$ cat src/rtl/wam_lvl_ctl.sv
// Whac-A-Mole difficulty-level controller: debounced easier/harder buttons, auto-harder on
// the score carry, auto-easier after a run of misses, and a lockout window against thrash.

module wam_lvl_db #(
    parameter int DB_CNT = 5
) (
    input  logic clk_19,
    input  logic clr,
    input  logic din,
    output logic pulse
);
    typedef enum logic {IDLE, CNT} db_state_t;

    localparam logic [3:0] CNT_LAST = 4'(DB_CNT - 1);

    db_state_t  state;
    db_state_t  state_nxt;
    logic [3:0] cnt;
    logic [3:0] cnt_nxt;
    logic       prev;
    logic       rise;
    logic       pulse_nxt;

    assign rise = din & ~prev;

    // NOTE: registers use non-blocking assignments so every flop samples pre-edge values.
    always_ff @(posedge clk_19) begin
        if (clr) begin
            state <= IDLE;
            cnt   <= '0;
            prev  <= din;  // a button held through clr must not look like a fresh press
            pulse <= 1'b0;
        end else begin
            state <= state_nxt;
            cnt   <= cnt_nxt;
            prev  <= din;
            pulse <= pulse_nxt;
        end
    end

    // NOTE: every signal written here gets a default first, so no latch can be inferred.
    always_comb begin
        state_nxt = state;
        cnt_nxt   = cnt;
        pulse_nxt = 1'b0;
        case (state)
            IDLE: begin
                if (rise) begin
                    state_nxt = CNT;
                    cnt_nxt   = 4'd1;
                end
            end
            CNT: begin
                if (rise || !din) begin
                    state_nxt = IDLE;
                end else if (cnt == CNT_LAST) begin
                    pulse_nxt = 1'b1;
                    state_nxt = IDLE;
                end else begin
                    cnt_nxt = cnt + 4'd1;
                end
            end
        endcase
    end
endmodule

module wam_lvl_ctl #(
    parameter int NLVL     = 4,
    parameter int LVL_MIN  = 1,
    parameter int LVL_RST  = 1,
    parameter int DB_CNT   = 5,
    parameter int MISS_LIM = 3,
    parameter int HOLD     = 8
) (
    input  logic                    clk_19,
    input  logic                    clr,
    input  logic                    lft,
    input  logic                    rgt,
    input  logic                    cout0,
    input  logic                    miss,
    input  logic                    hit,
    input  logic                    auto_en,
    output logic [$clog2(NLVL)-1:0] lvl,
    output logic                    lvl_chg,
    output logic                    at_min,
    output logic                    at_max
);
    localparam int LW = $clog2(NLVL);
    localparam int MW = $clog2(MISS_LIM + 1);
    localparam int HW = $clog2(HOLD + 1);

    localparam logic [LW-1:0] L_MIN = LW'(LVL_MIN);
    localparam logic [LW-1:0] L_MAX = LW'(NLVL - 1);
    localparam logic [LW-1:0] L_RST = LW'(LVL_RST);
    localparam logic [MW-1:0] M_LIM = MW'(MISS_LIM);
    localparam logic [HW-1:0] H_LD  = HW'(HOLD);

    typedef enum logic [1:0] {REQ_NONE, REQ_EASY, REQ_HARD} req_t;

    logic          lft_p;
    logic          rgt_p;
    logic          cout_p;
    logic          lock_free;
    logic          h_auto;
    logic          e_auto;
    req_t          req;
    logic [LW-1:0] lvl_nxt;
    logic          chg;
    logic [MW-1:0] miss_cnt;
    logic [MW-1:0] miss_nxt;
    logic [HW-1:0] lock;
    logic [HW-1:0] lock_nxt;

    wam_lvl_db #(.DB_CNT(DB_CNT)) u_db_lft  (.clk_19(clk_19), .clr(clr), .din(lft),   .pulse(lft_p));
    wam_lvl_db #(.DB_CNT(DB_CNT)) u_db_rgt  (.clk_19(clk_19), .clr(clr), .din(rgt),   .pulse(rgt_p));
    wam_lvl_db #(.DB_CNT(DB_CNT)) u_db_cout (.clk_19(clk_19), .clr(clr), .din(cout0), .pulse(cout_p));

    assign lock_free = (lock == '0);
    assign h_auto    = cout_p & auto_en & lock_free;
    assign e_auto    = (miss_cnt == M_LIM) & auto_en & lock_free;

    // Only the highest-priority request survives; a simultaneous easier+harder cancels all.
    always_comb begin
        req = REQ_NONE;
        if (lft_p && rgt_p) begin
            req = REQ_NONE;
        end else if (lft_p) begin
            req = REQ_EASY;
        end else if (rgt_p) begin
            req = REQ_HARD;
        end else if (h_auto) begin
            req = REQ_HARD;
        end else if (e_auto) begin
            req = REQ_EASY;
        end
    end

    always_comb begin
        lvl_nxt = lvl;
        chg     = 1'b0;
        case (req)
            REQ_EASY: begin
                if (lvl > L_MIN) begin
                    lvl_nxt = lvl - LW'(1);
                    chg     = 1'b1;
                end
            end
            REQ_HARD: begin
                if (lvl < L_MAX) begin
                    lvl_nxt = lvl + LW'(1);
                    chg     = 1'b1;
                end
            end
            default: begin
            end
        endcase
    end

    // A blocked miss count parks at the limit and fires once auto changes are allowed again.
    always_comb begin
        miss_nxt = miss_cnt;
        if (chg || hit) begin
            miss_nxt = '0;
        end else if (miss && (miss_cnt != M_LIM)) begin
            miss_nxt = miss_cnt + MW'(1);
        end
    end

    always_comb begin
        lock_nxt = lock;
        if (chg) begin
            lock_nxt = H_LD;
        end else if (!lock_free) begin
            lock_nxt = lock - HW'(1);
        end
    end

    always_ff @(posedge clk_19) begin
        if (clr) begin
            lvl      <= L_RST;
            lvl_chg  <= 1'b0;
            miss_cnt <= '0;
            lock     <= '0;
        end else begin
            lvl      <= lvl_nxt;
            lvl_chg  <= chg;
            miss_cnt <= miss_nxt;
            lock     <= lock_nxt;
        end
    end

    assign at_min = (lvl == L_MIN);
    assign at_max = (lvl == L_MAX);
endmodule

$ cat config.mk
export PLATFORM = sky130hd
export DESIGN_NAME = wam_lvl_ctl
export DESIGN_NICKNAME = d
export VERILOG_FILES = /design/src/rtl/wam_lvl_ctl.sv
export SDC_FILE = /design/constraint.sdc
export NUM_CORES = 1
export LEC_CHECK = 0
export CAP_MARGIN = 10
export CORE_MARGIN = 4
export CORE_UTILIZATION = 50
export DETAILED_ROUTE_END_ITERATION = 8
export GPL_TIMING_DRIVEN = 0
export PLACE_DENSITY = 0.73
export SLEW_MARGIN = 20
export SYNTH_ARGS = -nofsm -noshare
export SYNTH_HDL_FRONTEND = slang
export SYNTH_SLANG_ARGS = --single-unit
$ cat constraint.sdc
create_clock -name clk_19 -period 2.15 [get_ports clk_19]
set_input_delay 0.43 -clock clk_19 [delete_from_list [all_inputs] [get_ports clk_19]]
set_output_delay 0.43 -clock clk_19 [all_outputs]
set_load 0.005 [all_outputs]
# ---- Word level (Yosys, flattened, before mapping)
# Cells that the tools add are included.
dict set report op_classes {
  reduce_logical 20
  bitwise 13
  add_sub_neg 7
  mux 40
  eq_ne 21
  order_cmp 2
}
# cell n
set op_table {}
lappend op_table {{4-bit 2-to-1 mux} 11}
lappend op_table {{4-bit one-hot mux with 2 select lines} 3}
lappend op_table {{2-bit inequality test (second input constant)} 9}
lappend op_table {{1-bit 2-to-1 mux} 15}
lappend op_table {{4-bit by 1-bit adder with 4-bit output (second input constant)} 3}
lappend op_table {{4-bit by 3-bit == test with 1-bit output (second input constant)} 3}
lappend op_table {{2-bit 2-to-1 mux} 6}
lappend op_table {{3-bit AND reduction} 4}
lappend op_table {{3-bit OR reduction} 3}
lappend op_table {{2-bit by 1-bit inequality test with 1-bit output (second input constant)} 4}
lappend op_table {{1-bit one-hot mux with 2 select lines} 4}
lappend op_table {{1-bit AND} 7}
lappend op_table {{2-bit == test (second input constant)} 3}
lappend op_table {{1-bit NOT} 6}
lappend op_table {{2-bit by 1-bit adder with 2-bit output (second input constant)} 2}
lappend op_table {{2-bit by 1-bit == test with 1-bit output (second input constant)} 2}
lappend op_table {{4-bit logical NOT} 1}
lappend op_table {{1-bit logical OR} 4}
lappend op_table {{2-bit one-hot mux with 2 select lines} 1}
lappend op_table {{2-bit OR reduction} 2}
lappend op_table {{4-bit by 1-bit subtractor with 4-bit output (second input constant)} 1}
lappend op_table {{1-bit logical NOT} 3}
lappend op_table {{2-bit by 1-bit > comparator with 1-bit output (second input constant)} 1}
lappend op_table {{1-bit logical AND} 2}
lappend op_table {{3 further kinds} 3}
dict set report totals {
  out_inout_bits 5
  regBits 30
  elab_cells 120
  input_bits 8
}

# ---- Depth between registers and ports, before layout
dict set report logic_depth {
  word_depth 12
  depth_mapped 11
  depth_no_buf 11
}

# ---- Modules after synthesis
# From an unflattened synthesis, not the netlist that was laid out.
dict set report unflattened {
  hier_cells 157
  area_unflattened_um2 1496.4
}
# mod cells_per_inst area_per_inst_um2 n_inst seq_area_each_um2
set by_module_without_submodules {}
lappend by_module_without_submodules {wam_lvl_db 33 311.5 3 140.1}
lappend by_module_without_submodules {wam_lvl_ctl 58 561.8 1 180.2}

# ---- Worst setup path after synthesis
# OpenSTA, ideal clock, no wires.
dict set report synth_path {
  kind {register to register}
  start {reg lock[0]}
  end {reg lvl[0]}
  path_stages_with_launch 11
  t_required_ns 2.033
  t_arrival_ns 1.909
  path_buffers 0
  path_slack_ns 0.124
  path_cell_list {dfxtp_1 inv_1 ha_1 nor3b_4 a31oi_1 or2_2 ha_1 nand2b_1 a22oi_1 xnor2_1 nand2b_1}
}
dict set report synth_via {
  elab_chain_cells 10
  word_cells_on_any_way 15
  cone_classes {eq/ne (4); mux (6); bitwise (2); reduce/logical (3)}
}
# item line
set synth_rtl {}
lappend synth_rtl {{start, declared} 111} ;# logic [HW-1:0] lock;
lappend synth_rtl {{start signal, assigned} 188} ;# lock <= lock_nxt;
lappend synth_rtl {{4-bit logical NOT (*)} 118} ;# assign lock_free = (lock == '0);
lappend synth_rtl {{1-bit AND} 120} ;# assign e_auto = (miss_cnt == M_LIM) & auto_en & lock_free;
lappend synth_rtl {{1-bit 2-to-1 mux} 133} ;# end else if (e_auto) begin
lappend synth_rtl {{2-bit 2-to-1 mux (*)} 131} ;# end else if (h_auto) begin
lappend synth_rtl {{2-bit 2-to-1 mux (*)} 129} ;# end else if (rgt_p) begin
lappend synth_rtl {{2-bit 2-to-1 mux (*)} 127} ;# end else if (lft_p) begin
lappend synth_rtl {{2-bit 2-to-1 mux (*)} 125} ;# if (lft_p && rgt_p) begin
lappend synth_rtl {{2-bit == test or 2-bit by 1-bit == test with 1-bit output (tied branches)} 141} ;# case (req)
lappend synth_rtl {{2-bit inequality test (no source line) or 2-bit nonzero test (tied branches)} -}
lappend synth_rtl {{3-bit AND reduction (no source line)} -}
lappend synth_rtl {{end signal, assigned} 185} ;# lvl <= lvl_nxt;
lappend synth_rtl {{end, declared} 83} ;# output logic [$clog2(NLVL)-1:0] lvl,
# Every way passes the cells marked *; elsewhere a longest branch is shown, timed or not.
# A chain may end at the register's enable or synchronous reset.

# ---- Worst setup path after layout
dict set report layout_path {
  start {reg lock[0]}
  end {reg lock[3]}
}
dict set report layout_via {
  elab_chain_cells 10
  word_cells_on_any_way 15
  cone_classes {add/sub (1); eq/ne (3); mux (8); bitwise (2); reduce/logical (1)}
}
# item line
set layout_rtl {}
lappend layout_rtl {{4-bit logical NOT} 118}
lappend layout_rtl {{1-bit AND} 120}
lappend layout_rtl {{1-bit 2-to-1 mux} 133}
lappend layout_rtl {{2-bit 2-to-1 mux} 131}
lappend layout_rtl {{2-bit 2-to-1 mux} 129}
lappend layout_rtl {{2-bit 2-to-1 mux} 127}
lappend layout_rtl {{2-bit 2-to-1 mux} 125}
lappend layout_rtl {{2-bit == test or 2-bit by 1-bit == test with 1-bit output (tied branches)} 141}
lappend layout_rtl {{1-bit one-hot mux with 2 select lines} 141}
lappend layout_rtl {{2-bit by 1-bit inequality test with 1-bit output (no source line) or 4-bit 2-to-1 mux (tied branches)} -}
# Parallel ways exist; a longest one is shown, timed or not. The select of a mux whose other input is x is not followed.

==> run_results.csv <==
group,metric,value,unit
synth,synth_cell_types,40,
clock_network,ctsHoldBuffers,0,
setup_path,crit_required,2370,ps
sta,relSlewSlack,0.566,
sta,setup_tns,0,ps
routing,routedWlPerCell,14.4,microns
synth,syn_area,1490,sq um
setup_path,critical_path_class,"flop to flop",
routing,routed.top_layer,"met4",
synth,synth_ff_type,"dfxtp_1",
routing,vias_per_cell,5.50,
sta,fmaxAchievable,0.479,GHz
routing,dr_wl_met3,106,microns
setup_path,cp_data_arrival_time,2300,ps
cells_and_area,fin_util,0.674,
synth,synth-edff-count,0,
clock_network,ctsLongestPathBuffers,2,
setup_path,end_kind,"flop",
sta,worstMarginPinSlew,651,ps
clock_network,clk_latency,340,ps
pwr,p_leak,0.716,nW
min_path,hold_path_class,"input port to flop",
place,port_buffers,11,
cells_and_area,syn_to_final_growth,27.1,%
routing,vias,1167,
pwr,max-vdd-ir-drop,0.443,mV
cells_and_area,fillers,224,
place,place_congestion,0.855,
place,place_area,1640,sq um
synth,ys_ff_latch,30,
synth,synth_top_area_cell,"dfxtp_1",
flow_run,drv_cap,0,
global_route,grt_pass1_vias,1149,
synth,syn_avg_cell_area,9.41,sq um
sta,whs,402,ps
routing,wl_met1,1430,microns
floorplan,dieArea,3910,sq um
place,dpl.hpwl,2020,microns
status,outcome,"finished clean",
cells_and_area,register_area,603,sq um
global_route,gr-usage-all-layers,0.163,
routing,routed_wl,3040,microns
pwr,power,1.64,mW
sta,period_share,0.971,
cells_and_area,multiInputGateArea,926,sq um
synth,yosysWarningCount,0,
global_route,grt_max_degree,11,
cells_and_area,antenna_cells,0,
routing,first_pass_iters,4,
clock_network,path_clk_slew,100,ps
clock_network,cts.sinks,30,
floorplan,start_util,0.530,
sta,min_period,2090,ps
routing,drc,0,
synth,synth_cells,158,
synth,synthArstFlopShare,0,
setup_path,start_kind,"flop",
setup_path,critPathMaxFanout,7,
global_route,globalRouteOverflowTotal,0,
global_route,antenna_found_initial,0,
pwr,powerDensity,870,nW/um^2
synth,synth_top_area_frac,0.404,
cells_and_area,fin_nets,201,
cells_and_area,drive_gt1_frac,0.221,
cells_and_area,stdcell_area,1890,sq um
clock_network,tritoncts,"done",
routing,dr_wl_met2,1420,microns
sta,slew_violations,0,
floorplan,core_area,2810,sq um
global_route,grt_pass1_wl,5040,microns
synth,synth_nets,179,
synth,synth_area_leaders,"dfxtp_1 (40%), ha_1 (11%), xnor2_1 (4.7%)",
floorplan,die_w,62.5,microns
clock_network,root_buffer,"clkbuf_4",
sta,finalHoldViolCount,0,
floorplan,row_count,19,
routing,antenna_left,0,
floorplan,die_y,62.5,microns
clock_network,htreeDepth,2,
floorplan,io_pins,13,
routing,dr.first_iter.drc_count,22,
clock_network,cts_made_buffers,5,
sta,finalSetupViolCount,0,
sta,fin_skew,9.33,ps
synth,yosysSeqAreaShare,0.404,
final cells by class:
| cell class | count | area share |
|---|---|---|
| multi-input cells | 113 | 0.490 |
| flip-flops and latches | 30 | 0.319 |
| repair buffers | 15 | 0.0808 |
| clock inverters | 2 | 0.0318 |
| clock buffers | 6 | 0.0272 |
| inverters | 12 | 0.0238 |
| well taps | 31 | 0.0205 |
| plain buffers | 3 | 0.00662 |
placed cells by master (no fill, tap or decap), types with 3 or more instances in the layout:
cell	count
xnor2_1	8
a21o_1	4
a21oi_1	8
nand4_1	3
clkbuf_4	5
xor2_1	3
nor2_1	17
clkdlybuf4s50_1	11
inv_2	3
nand2_1	6
nor3b_1	4
nor3_1	6
buf_4	3
dfxtp_1	28
nand3_1	4
mux2i_1	3
inv_1	9
nand3b_1	3
ha_1	10
what timing repair did:
item                                    in CTS  in global routing
buffers inserted                             1                  3
endpoints found under the setup margin       9                  9
pin swaps                                    0                  3
resized for setup                            2                 20
cell usage after synthesis (2+ instances only):
cell,number
mux2i_1,3
nor2_1,18
nand2b_1,3
a211oi_1,2
ha_1,13
nor2b_1,2
xor2_1,3
nand2_1,6
nor4_1,4
nor3_1,7
nand3_1,4
dfxtp_1,30
nand4_1,3
nor3b_1,4
xnor2_1,8
nand3b_1,3
a21oi_1,8
a21o_1,4
inv_1,12
routing by layer:
layer | up-vias | GRT usage
li1 | 596 | -
met1 | 546 | 0.191
met2 | 17 | 0.268
met3 | 8 | 0.0522
met4 | 0 | 0.0826
met5 | - | 0
worst max-delay path: stages (launching register included):
cell and delay [ps]:
dfxtp_2 340, inv_2 60, ha_2 170, nor3b_4 240, a31oi_1 130, or2_4 260, ha_4 170, nand3b_1 170
a21oi_4 80, buf_12 140, a211oi_2 150, nor2_1 50
registers in the layout (all words and copies together), names as in the netlist:
register and count:
u_db_rgt.pulse 1, u_db_lft.state 1, lock 4, u_db_lft.cnt 4
u_db_rgt.state 1, miss_cnt 2, u_db_rgt.prev 1, u_db_cout.pulse 1
lvl_chg 1, u_db_lft.prev 1, u_db_lft.pulse 1, lvl 2
u_db_cout.state 1, u_db_rgt.cnt 4, u_db_cout.prev 1, u_db_cout.cnt 4
metrics by stage:
step	instances	worst slack (ps)
finish	212	61.6
global route	212	-48.7
CTS	209	8.26
detailed placement	200	-141
global placement	200	-42.4
floorplan	158	124
final timing paths:
check	start	endpoint	cells past startpoint	slack [ps]
setup reg to reg	lock[0]	lock[3]	11	60
hold / removal	clr	lvl_chg	2	400
setup / recovery	lock[0]	lock[3]	11	60
hold reg to reg	u_db_lft.cnt[3]	u_db_lft.pulse	1	520
cells by family (layout without fill, tap and decap cells):
logic type               count (synthesis)  in the layout  synth area share
AO/OA/AOI/OAI                           21             21            0.0985
XOR/XNOR                                11             11            0.0648
adder cells (fa/ha/maj)                 13             13             0.109
buffers and inverters                   15             38            0.0387
flip-flops                              30             30             0.404
multiplexers                             4              4            0.0278
AND/OR/NAND/NOR                         64             64             0.257
power breakdown:
group	switching (mW)	leakage, nW	internal [mW]	total [mW]
clock network	0.215	0.0585	0.394	0.609
logic	0.185	0.412	0.195	0.380
registers	0.0499	0.246	0.605	0.655
total	0.450	0.716	1.19	1.64
(Power assumes the default switching activity.)
